`src/rtl/press_event_pkg.sv`:
```
// Shared types and default constants for the press event decoder.
// Defaults assume the 25 MHz board clock.
package press_event_pkg;

  typedef enum logic [2:0] {
    IDLE,
    PRESSED,
    LONG_HELD,
    WAIT_SECOND,
    SECOND_PRESSED
  } state_t;

  localparam int C_LONG_PRESS_25MHZ = 25000000;
  localparam int C_DOUBLE_GAP_25MHZ = 7500000;
  localparam int EVENT_CNT_W        = 8;

  function automatic int max_int(input int a, input int b);
    return (a > b) ? a : b;
  endfunction

endpackage

```
`src/rtl/switch_edge_detect.sv`:
```
// Press/release edge detection on the already-synchronised debounced switch level.
module switch_edge_detect (
  input  logic i_Clk,
  input  logic i_Reset,
  input  logic i_Switch,
  output logic o_Rise,
  output logic o_Fall
);

  logic r_switch_prev_q;
  logic r_switch_prev_d;

  assign r_switch_prev_d = i_Switch;

  // Resetting to 0 makes a switch held through reset look like a fresh press.
  always_ff @(posedge i_Clk or posedge i_Reset) begin
    if (i_Reset) begin
      r_switch_prev_q <= 1'b0;
    end else begin
      r_switch_prev_q <= r_switch_prev_d;
    end
  end

  assign o_Rise = i_Switch & ~r_switch_prev_q;
  assign o_Fall = ~i_Switch & r_switch_prev_q;

endmodule

```
`src/rtl/press_event_decoder.sv`:
```
// Classifies debounced presses as short, long or double and emits one-cycle
// registered event pulses plus a wrapping event counter.
module press_event_decoder
  import press_event_pkg::*;
#(
  parameter int c_LONG_PRESS = C_LONG_PRESS_25MHZ,
  parameter int c_DOUBLE_GAP = C_DOUBLE_GAP_25MHZ
) (
  input  logic                   i_Clk,
  input  logic                   i_Reset,
  input  logic                   i_Switch,
  output logic                   o_Short,
  output logic                   o_Long,
  output logic                   o_Double,
  output logic                   o_Busy,
  output logic [EVENT_CNT_W-1:0] o_Event_Count
);

  localparam int TIMER_W = $clog2(max_int(c_LONG_PRESS, c_DOUBLE_GAP));
  localparam logic [TIMER_W-1:0] LONG_LAST = TIMER_W'(c_LONG_PRESS - 1);
  localparam logic [TIMER_W-1:0] GAP_LAST  = TIMER_W'(c_DOUBLE_GAP - 1);

  logic rise;
  logic fall;

  state_t                 state_q, state_d;
  logic [TIMER_W-1:0]     timer_q, timer_d;
  logic                   short_q, short_d;
  logic                   long_q, long_d;
  logic                   double_q, double_d;
  logic                   busy_q, busy_d;
  logic [EVENT_CNT_W-1:0] cnt_q, cnt_d;

  switch_edge_detect u_edge (
    .i_Clk    (i_Clk),
    .i_Reset  (i_Reset),
    .i_Switch (i_Switch),
    .o_Rise   (rise),
    .o_Fall   (fall)
  );

  // Every held state is entered with the switch high and WAIT_SECOND with it
  // low, so the edge flags are equivalent to the raw level checks there.
  always_comb begin
    state_d  = state_q;
    timer_d  = timer_q;
    short_d  = 1'b0;
    long_d   = 1'b0;
    double_d = 1'b0;

    case (state_q)
      IDLE: begin
        if (rise) begin
          state_d = PRESSED;
        end
      end
      PRESSED: begin
        if (fall) begin
          state_d = WAIT_SECOND;
        end else if (timer_q == LONG_LAST) begin
          long_d  = 1'b1;
          state_d = LONG_HELD;
        end else begin
          timer_d = timer_q + TIMER_W'(1);
        end
      end
      LONG_HELD: begin
        if (fall) begin
          state_d = IDLE;
        end
      end
      WAIT_SECOND: begin
        if (rise) begin
          state_d = SECOND_PRESSED;
        end else if (timer_q == GAP_LAST) begin
          short_d = 1'b1;
          state_d = IDLE;
        end else begin
          timer_d = timer_q + TIMER_W'(1);
        end
      end
      SECOND_PRESSED: begin
        if (fall) begin
          double_d = 1'b1;
          state_d  = IDLE;
        end
      end
      default: begin
        state_d = IDLE;
      end
    endcase

    if (state_d != state_q) begin
      timer_d = '0;
    end

    busy_d = (state_d != IDLE);
    cnt_d  = (short_d | long_d | double_d) ? cnt_q + EVENT_CNT_W'(1) : cnt_q;
  end

  always_ff @(posedge i_Clk or posedge i_Reset) begin
    if (i_Reset) begin
      state_q  <= IDLE;
      timer_q  <= '0;
      short_q  <= 1'b0;
      long_q   <= 1'b0;
      double_q <= 1'b0;
      busy_q   <= 1'b0;
      cnt_q    <= '0;
    end else begin
      state_q  <= state_d;
      timer_q  <= timer_d;
      short_q  <= short_d;
      long_q   <= long_d;
      double_q <= double_d;
      busy_q   <= busy_d;
      cnt_q    <= cnt_d;
    end
  end

  assign o_Short       = short_q;
  assign o_Long        = long_q;
  assign o_Double      = double_q;
  assign o_Busy        = busy_q;
  assign o_Event_Count = cnt_q;

endmodule

```
`config.mk`:
```
export PLATFORM = sky130hd
export DESIGN_NAME = press_event_decoder
export DESIGN_NICKNAME = d
export VERILOG_FILES = /design/src/rtl/press_event_pkg.sv /design/src/rtl/switch_edge_detect.sv /design/src/rtl/press_event_decoder.sv
export SDC_FILE = /design/constraint.sdc
export NUM_CORES = 1
export LEC_CHECK = 0
export ABC_AREA = 1
export CAP_MARGIN = 15
export CORE_MARGIN = 5
export CORE_UTILIZATION = 50
export DETAILED_ROUTE_END_ITERATION = 10
export GPL_TIMING_DRIVEN = 0
export PLACE_DENSITY = 0.69
export SYNTH_ARGS = -nofsm -noshare
export SYNTH_HDL_FRONTEND = slang
export SYNTH_SLANG_ARGS = --single-unit
export TNS_END_PERCENT = 50
```
`constraint.sdc`:
```
create_clock -name i_Clk -period 2.95 [get_ports i_Clk]
set_clock_uncertainty 0.05 [all_clocks]
set_input_delay 0.4425 -clock i_Clk [delete_from_list [all_inputs] [get_ports i_Clk]]
set_output_delay 0.4425 -clock i_Clk [all_outputs]
set_load 0.03 [all_outputs]
```
==> results of run 1 <==
## sequential cells by signal, summed over array words and instances (netlist names)
name,count
o_Long,1
o_Short,1
o_Busy,1
o_Double,1
o_Event_Count,8
u_edge.r_switch_prev_q,1
timer_q,25
state_q,3
## where the power goes
part	internal, W	switching [W]	total [W]	leakage, nW
sequential	0.000616	0.0000396	0.000656	0.545
combinational	0.000263	0.000506	0.000768	0.778
clock	0.000190	0.000208	0.000398	0.0512
total	0.00107	0.000753	0.00182	1.37
## layout make-up
cell class              count  area, sq um  area share, %
flip-flops and latches     41         1030           36.3
multi-input cells         243         1210           42.8
clock buffers               6         82.6           2.92
clock inverters             2         13.8          0.487
repair buffers             14          140           4.96
well taps                  67         83.8           2.96
inverters                  55          206           7.30
plain buffers               7         65.1           2.30
## synth_stat cells
cell type	n	area [sq um]
nand3_2	4	40.0
nand2_4	1	11.3
buf_2	1	5.00
nand3b_1	3	22.5
nor2_1	55	206
a21oi_1	4	20.0
nor2_4	2	22.5
buf_4	2	15.0
nand2_2	2	12.5
nor3_1	6	30.0
o21bai_1	1	7.51
nor2_2	13	81.3
nand3_1	16	80.1
ha_1	2	25.0
o21ai_0	8	40.0
dfrtp_1	41	1030
xor2_1	19	166
buf_6	4	45.0
nand2_1	92	345
nor4_1	1	6.26
inv_1	53	199
nand4_1	12	75.1
xnor2_1	2	17.5
inv_2	2	7.51
## layer usage
metal  part of all wire, %  vias up  global-route usage (%)
met1                    49      951                    23.8
met4                   1.5        0                    6.76
li1                      -     1101                       -
met5                     0        -                       0
met3                   2.5        6                    4.43
met2                    47       21                    29.2
## final timing paths
| path | startpoint | endpoint | slack [ps] | depth (start not counted) |
|---|---|---|---|---|
| min reg2reg | o_Event_Count[3] | o_Event_Count[3] | 470 | 1 |
| min in group asynchronous | i_Reset | o_Long | 580 | 2 |
| min | o_Event_Count[3] | o_Event_Count[3] | 470 | 1 |
| max reg2reg | timer_q[1] | timer_q[8] | 890 | 13 |
| max in group asynchronous | i_Reset | timer_q[6] | 1730 | 2 |
| max | i_Switch | timer_q[13] | 870 | 13 |
## worst max-delay path, stage by stage
cell and delay (ps):
clkdlybuf4s50_1 480, inv_1 50, nand2_1 170, inv_1 100
o21ai_0 170, nand2_1 80, nor2_1 150, buf_6 180
inv_2 70, nor2_1 80, nand2_1 70, nor2_1 110
nor2_1 60
## through the flow
stage | util, % | worst slack [ps] | total power [W] | hold WS, ps | cells
2_1_floorplan | - | 1190 | 0.00123 | 424 | 346
3_3_place_gp | 57.1 | 580 | 0.00143 | 468 | 427
3_5_place_dp | 57.1 | 557 | 0.00144 | 469 | 427
4_1_cts | 59.1 | 872 | 0.00185 | 481 | 435
5_1_grt | 59.1 | 649 | 0.00196 | 514 | 435
6_report | 59.1 | 866 | 0.00182 | 474 | 435
## logic make-up after synthesis
kind of cell / count (synthesis)
DFF: 41
buffers and inverters: 62
xor gates and xnor gates: 21
adders and majority gates: 2
AOI/OAI and AO/OA: 13
and+or+nand+nor: 207
==> results.ini, run 1 <==
[outcome]
outcome=finished, final reports clean

[timing]
tightest_slew_ps=858
period_minus_slack_ps=2080
drv_slew=0
rsz0062_at_grt=false
setup_viol_count_final=0
fmax_mhz=480
max-slew-margin-rel_pct=42.7
hold_violations=0
fin_crit_sh_pct=70.7
tns_ps=0

[floorplanning]
fp-row-count=25
die-area_sq_mm=0.00653
ios=15
start_util_pct=52.4
coreArea_sq_mm=0.00479
fp.dieH_um=80.8
fp.dieW_um=80.8

[logic_synthesis]
syn_inst=346
synth_compound_area_share_pct=2.69
yosys.area_share.simple_pct=37.2
synth_area_sq_mm=0.00251
seq_area_frac_synth_pct=40.9
synthMuxAreaShare_pct=0
synth_xor_area_share_pct=7.34
ys_types=24
yosysWarnings=0
synth_fa_ha_area_share_pct=0.998
avgSynthCellArea_sq_um=7.25
syn_nets=351
synth_top_family_by_area=simple AND/OR/NAND/NOR gates
synth-seq-cells=41

[placed_design]
place_area_sq_mm=0.00273
dp_hpwl_um=3740
gp_congestion=0.866
io_buffers=14

[grt]
antenna_found_initial=0
grt_max_degree=42
grt_pass1_vias=2073
grt-ovfl-total=0
grt_pass1_wl_um=9100
grt_usage_pct=18.2

[setup_path]
critical_path_class=input port to register
cp_data_arrival_time_ps=2230
end_kind=register
cp-start-kind=input port
crit_path_max_fanout=10
cp_data_required_time_ps=3100

[finish]
final_cell_mix=nand2_1 (92), nor2_1 (55), inv_1 (52)
final_cell_area_sq_mm=0.00283
diodes=0
drive_gt1_share_pct=10.9
final_common_cell=nand2_1
finalNetCount=372
area_growth_pct=12.8
fillers=481

[clock_tree]
insertion_delay_ps=300
cts_resized=0
cts_tree=built
hold_buffers=0
cts.sink_count=41
ctsHtreeMaxLevel=2
cts_buffers=5
cts_setup_buffers=0
cts_root_buf=clkbuf_8
clock_path_buffers=2
clk_pin_slew_ps=80

[drt]
drc=0
post_drt_via_cell_ratio=4.78
wirelength_um=5000
wire_per_inst_um=11.5
drt_pass1_iterations=4
ant_nets=0
drt-initial-drc-count=116
num_vias=2079

[power_and_ir_drop]
powerDensity_mw_per_mm2=644
p_leak_nw=1.37
ir_drop_v=0.000384

[flow_run]
maxCapViolCount=0

[hold_path]
hold_class=register to register

(Power assumes the default switching activity.)
==> run 2, diff against run 1 <==
- clock period: 2.95 -> 2.1 ns (I/O delays scaled with it)
==> results.ini, run 2 (synthesis results as in run 1) <==
[drt]
drt-initial-drc-count=132  ; +14%
wire_per_inst_um=12.3  ; +7.0%
num_vias=2147  ; +3.3%
post_drt_via_cell_ratio=4.86  ; +1.6%
drc=0  ; unchanged
wirelength_um=5440  ; +8.7%
ant_nets=0  ; unchanged
drt_pass1_iterations=4  ; unchanged

[timing]
tightest_slew_ps=860  ; +1.87 ps
max-slew-margin-rel_pct=42.6  ; -0.12 points
fmax_mhz=487
worst_slack_ps=45.8  ; -820 ps
setup_viol_count_final=0  ; unchanged
fin_crit_sh_pct=97.8
period_minus_slack_ps=2050
drv_slew=0  ; unchanged
hold_violations=0  ; unchanged
tns_ps=0  ; unchanged

[finish]
finalNetCount=379  ; +1.9%
largest_reg_flops=25  ; unchanged
diodes=0  ; unchanged
regArea_sq_mm=0.00103  ; unchanged
final_cells=442  ; +1.6%
multi_input_area_sq_mm=0.00134  ; +11%
fin_util_pct=63.5  ; +4.4 points
final_cell_mix=nand2_1 (85), inv_1 (52), nor2_1 (46)
drive_gt1_share_pct=17.3  ; +6.5 points
area_growth_pct=21.2
fillers=451  ; -6.2%
final_common_cell=nand2_1
regMostFlops=timer_q

[clock_tree]
insertion_delay_ps=300  ; about the same
cts_tree=built
clk_pin_slew_ps=80  ; about the same
hold_buffers=0  ; unchanged
cts_buffers=5  ; unchanged
ctsHtreeMaxLevel=2  ; unchanged
clock_path_buffers=2  ; unchanged
cts_root_buf=clkbuf_8
cts.sink_count=41  ; unchanged

[placed_design]
dp_hpwl_um=3740  ; unchanged
place_ws_ps=-165  ; -723 ps
io_buffers=14  ; unchanged
dp.cells=427  ; unchanged
gp_congestion=0.866  ; unchanged

[grt]
grt-ovfl-total=0  ; unchanged
grt_usage_pct=18.2  ; unchanged
grt_pass1_wl_um=9100  ; unchanged
grt_max_degree=42  ; unchanged
grt_pass1_vias=2073  ; unchanged
antenna_found_initial=0  ; unchanged

[power_and_ir_drop]
powerDensity_mw_per_mm2=956  ; +48%
ir_drop_v=0.000627  ; +63%
p_leak_nw=1.46  ; +6.2%

[setup_path]
end_kind=register
cp_data_arrival_time_ps=2200  ; -30 ps
path_common_cell=nand2_4
crit_path_max_fanout=6  ; -4
r2r_setup_slack_ps=50  ; -840 ps
critical_path_class=register to register
slowest_delay_ps=410  ; -70 ps
cp-start-kind=register
slowest_stage=dfrtp_1
cp_data_required_time_ps=2250  ; -850 ps
worstPathCellList=ha_4, nand3_4, inv_4, nand2_4, nor2_4, nand2_4, nand2_4, nand3_4, nor2_4, nor2_4, nand2_4, clkbuf_16, nor2_2

[hold_path]
hold_class=input port to register

[floorplanning]
fp.dieH_um=80.8  ; unchanged
fp-row-count=25  ; unchanged
fp.dieW_um=80.8  ; unchanged
coreArea_sq_mm=0.00479  ; unchanged
start_util_pct=52.4  ; unchanged
die-area_sq_mm=0.00653  ; unchanged
ios=15  ; unchanged

[outcome]
outcome=finished, final reports clean

[flow_run]
maxCapViolCount=0  ; unchanged

run 2: cell count changes in the layout (fill, tap and decap cells not counted), moves of 4 or more:
cell     delta
buf_4       +5
nand2_1     -7
nand2_2     +4
nand3_4     +4
nor2_1      -9
nor2_2      +4
nor2_4      +5
run 2: timing repair:
item,4_1_cts,5_1_grt
resized for setup,0,35
endpoints found under the setup margin,0,22
buffers inserted,0,5
run 2: layout make-up:
cell class	instances	area share, %
buffer	7	2.55
clock buffer	6	2.72
clock inverter	2	0.453
inverter	55	6.88
multi-input combinational	243	44.0
sequential	41	33.8
tap	67	2.76
timing repair buffer	21	6.84
run 2: worst paths after layout:
check | start | end | cells past startpoint
setup / recovery | timer_q[1] | timer_q[14] | 13
hold / removal | i_Switch | u_edge.r_switch_prev_q | 1
setup reg to reg | timer_q[1] | timer_q[14] | 13
hold reg to reg | o_Event_Count[3] | o_Event_Count[3] | 1
max in group asynchronous | i_Reset | timer_q[6] | 2
min in group asynchronous | i_Reset | o_Long | 2
run 2: per-layer routing:
layer | vias up | track usage (%) | share of wire, %
li1 | 1111 | - | -
met1 | 996 | 23.8 | 46
met2 | 33 | 29.2 | 48
met3 | 7 | 4.43 | 4.5
met4 | 0 | 6.76 | 1.4
met5 | - | 0 | 0
run 2: critical path: cells and delay by family (launching register included):
kind | cells | cell delay (ps)
buf+inv | 2 | 270
flops | 1 | 410
simple gates | 10 | 1040
fa+ha+maj | 1 | 170
run 2: report_power, final:
group          switching [W]  internal (W)  leakage, nW
sequential         0.0000601      0.000866        0.545
combinational       0.000828      0.000589        0.863
clock               0.000294      0.000267       0.0512
total                0.00118       0.00172         1.46
run 2: metrics by stage:
stage	total power, W	hold slack [ps]	area [sq um]
after detailed placement	0.00203	469	2730
after global placement	0.00202	468	2730
after global routing	0.00310	427	3040
after CTS	0.00259	428	2830
final	0.00290	436	3040
after floorplan	0.00173	296	2510
==> run 3, diff against run 2 <==
- SETUP_SLACK_MARGIN: default -> 0.3
- SKIP_LAST_GASP: default -> 1
==> results.ini, run 3 (synthesis results as in run 1) <==
[clock_tree]
ctsHtreeMaxLevel=2  ; unchanged
cts_tree=built
cts.sink_count=41  ; unchanged
cts_buffers=5  ; unchanged
cts_root_buf=clkbuf_8
clock_path_buffers=2  ; unchanged
clk_pin_slew_ps=80  ; about the same
insertion_delay_ps=300  ; about the same
hold_buffers=0  ; unchanged

[setup_path]
r2r_setup_slack_ps=110  ; +70 ps
r2r_cells=13  ; unchanged
r2r_start=timer_q[6]
cp-start-kind=register
end_kind=register
cp_data_required_time_ps=2250  ; about the same
crit_path_max_fanout=7  ; +1
r2r_end=o_Event_Count[5]
cp_data_arrival_time_ps=2140  ; -60 ps
critical_path_class=register to register

[finish]
fillers=396  ; -12%
regMostFlops=timer_q
final_cells=459  ; +3.8%
area_growth_pct=33.8
largest_reg_flops=25  ; unchanged
drive_gt1_share_pct=28.6  ; +11 points
final_common_cell=nand2_1
regArea_sq_mm=0.00103  ; +0.61%
finalNetCount=396  ; +4.5%
final_cell_mix=nand2_1 (79), inv_1 (52), dfrtp_1 (36)
multi_input_area_sq_mm=0.00146  ; +8.9%
diodes=0  ; unchanged

[placed_design]
dp.cells=427  ; unchanged
dp_hpwl_um=3740  ; unchanged
gp_congestion=0.866  ; unchanged
place_ws_ps=-165  ; unchanged
io_buffers=14  ; unchanged

[hold_path]
whs_endpoint=u_edge.r_switch_prev_q
whs_path_depth=1  ; unchanged
hold_class=input port to register
hp-start=i_Switch

[drt]
num_vias=2262  ; +5.4%
wirelength_um=5870  ; +7.8%
wire_per_inst_um=12.8  ; +3.8%
drt_pass1_iterations=4  ; unchanged
drt-initial-drc-count=141  ; +6.8%
ant_nets=0  ; unchanged
drc=0  ; unchanged
post_drt_via_cell_ratio=4.93  ; +1.5%

[timing]
setup_viol_count_final=0  ; unchanged
whs_ps=434  ; -2.44 ps
fin_crit_sh_pct=94.7  ; -3.1 points
period_minus_slack_ps=1990  ; -65.8 ps
hold_violations=0  ; unchanged
tightest_slew_ps=858  ; -1.81 ps
max-slew-margin-rel_pct=42.7  ; +0.12 points
rsz0062_at_grt=true
drv_slew=0  ; unchanged
worst_slack_ps=112  ; +65.8 ps
fmax_mhz=503  ; +3.3%

[floorplanning]
coreArea_sq_mm=0.00479  ; unchanged
start_util_pct=52.4  ; unchanged
fp.dieH_um=80.8  ; unchanged
die-area_sq_mm=0.00653  ; unchanged
fp.dieW_um=80.8  ; unchanged
fp-row-count=25  ; unchanged
ios=15  ; unchanged

[grt]
grt_pass1_wl_um=9850  ; +8.2%
grt_pass1_vias=2169  ; +4.6%
antenna_found_initial=0  ; unchanged
grt_max_degree=42  ; unchanged
grt_usage_pct=19.8  ; +1.6 points
grt-ovfl-total=0  ; unchanged

[power_and_ir_drop]
powerDensity_mw_per_mm2=1000  ; +4.9%
ir_drop_v=0.000616  ; -1.9%
p_leak_nw=1.57  ; +7.8%

[outcome]
outcome=finished, final reports clean

[flow_run]
maxCapViolCount=0  ; unchanged

run 3: cell count changes in the layout (fill, tap and decap cells not counted), moves of 4 or more:
cell / change
nor2_4: +6
buf_4: +11
nor2_2: +6
nand2_1: -6
nand2_2: +5
xor2_1: -4
nor2_1: -12
dfrtp_1: -5
buf_6: +6
dfrtp_2: +5
xor2_2: +4
run 3: stage by stage:
stage | total power (W) | setup TNS [ps] | util [%] | instance area, sq um
2_1_floorplan | 0.00173 | 0 | - | 2510
3_3_place_gp | 0.00202 | -4600 | 57.1 | 2730
3_5_place_dp | 0.00203 | -2320 | 57.1 | 2730
4_1_cts | 0.00325 | 0 | 65.2 | 3120
5_1_grt | 0.00357 | -96.2 | 70.1 | 3360
6_report | 0.00337 | 0 | 70.1 | 3360
run 3: how the worst max path moves through the flow:
| stage | startpoint | endpoint | cells past startpoint |
|---|---|---|---|
| floorplan | timer_q[1] | timer_q[0] | 13 |
| global placement | i_Switch | timer_q[13] | 13 |
| detailed placement | i_Switch | timer_q[13] | 13 |
| CTS | timer_q[1] | timer_q[17] | 14 |
| global route | timer_q[7] | o_Event_Count[5] | 13 |
| finish | timer_q[6] | o_Event_Count[5] | 13 |
run 3: per-layer routing:
metal | wire, um | vias to the layer above | global-route usage, %
met5 | 0 | - | 0
met2 | 2840 | 30 | 31.4
met4 | 115 | 0 | 7.26
met1 | 2710 | 1076 | 26.6
li1 | - | 1145 | -
met3 | 198 | 11 | 4.55
run 3: layout make-up:
| type | count | area share (%) |
|---|---|---|
| Clock buffer | 6 | 2.46 |
| Tap cell | 67 | 2.50 |
| Multi-Input combinational cell | 243 | 43.4 |
| Clock inverter | 2 | 0.410 |
| Buffer | 7 | 2.61 |
| Sequential cell | 41 | 30.8 |
| Inverter | 55 | 6.30 |
| Timing Repair Buffer | 38 | 11.6 |
run 3: report_power, final:
| group | switching (W) | internal [W] | total (W) |
|---|---|---|---|
| logic | 0.00100 | 0.000876 | 0.00188 |
| registers | 0.0000613 | 0.000866 | 0.000927 |
| clock network | 0.000292 | 0.000267 | 0.000558 |
run 3: worst max-delay path, cell delays in order (launching register included):
cell	delay [ps]
dfrtp_2	460
inv_1	70
nand2_1	80
nor2_2	130
nand2_1	70
nor2_2	190
buf_4	150
nand2_2	40
nor2_1	100
nand2_1	80
nand3b_1	140
buf_6	160
nand2_4	60
xnor2_2	140
run 3: timing repair:
action | 4_1_cts | 5_1_grt
endpoints found under the setup margin | 30 | 39
gates resized for setup | 30 | 53
buffers inserted | 14 | 8
pin swaps | 21 | 29
cloned | 2 | 0
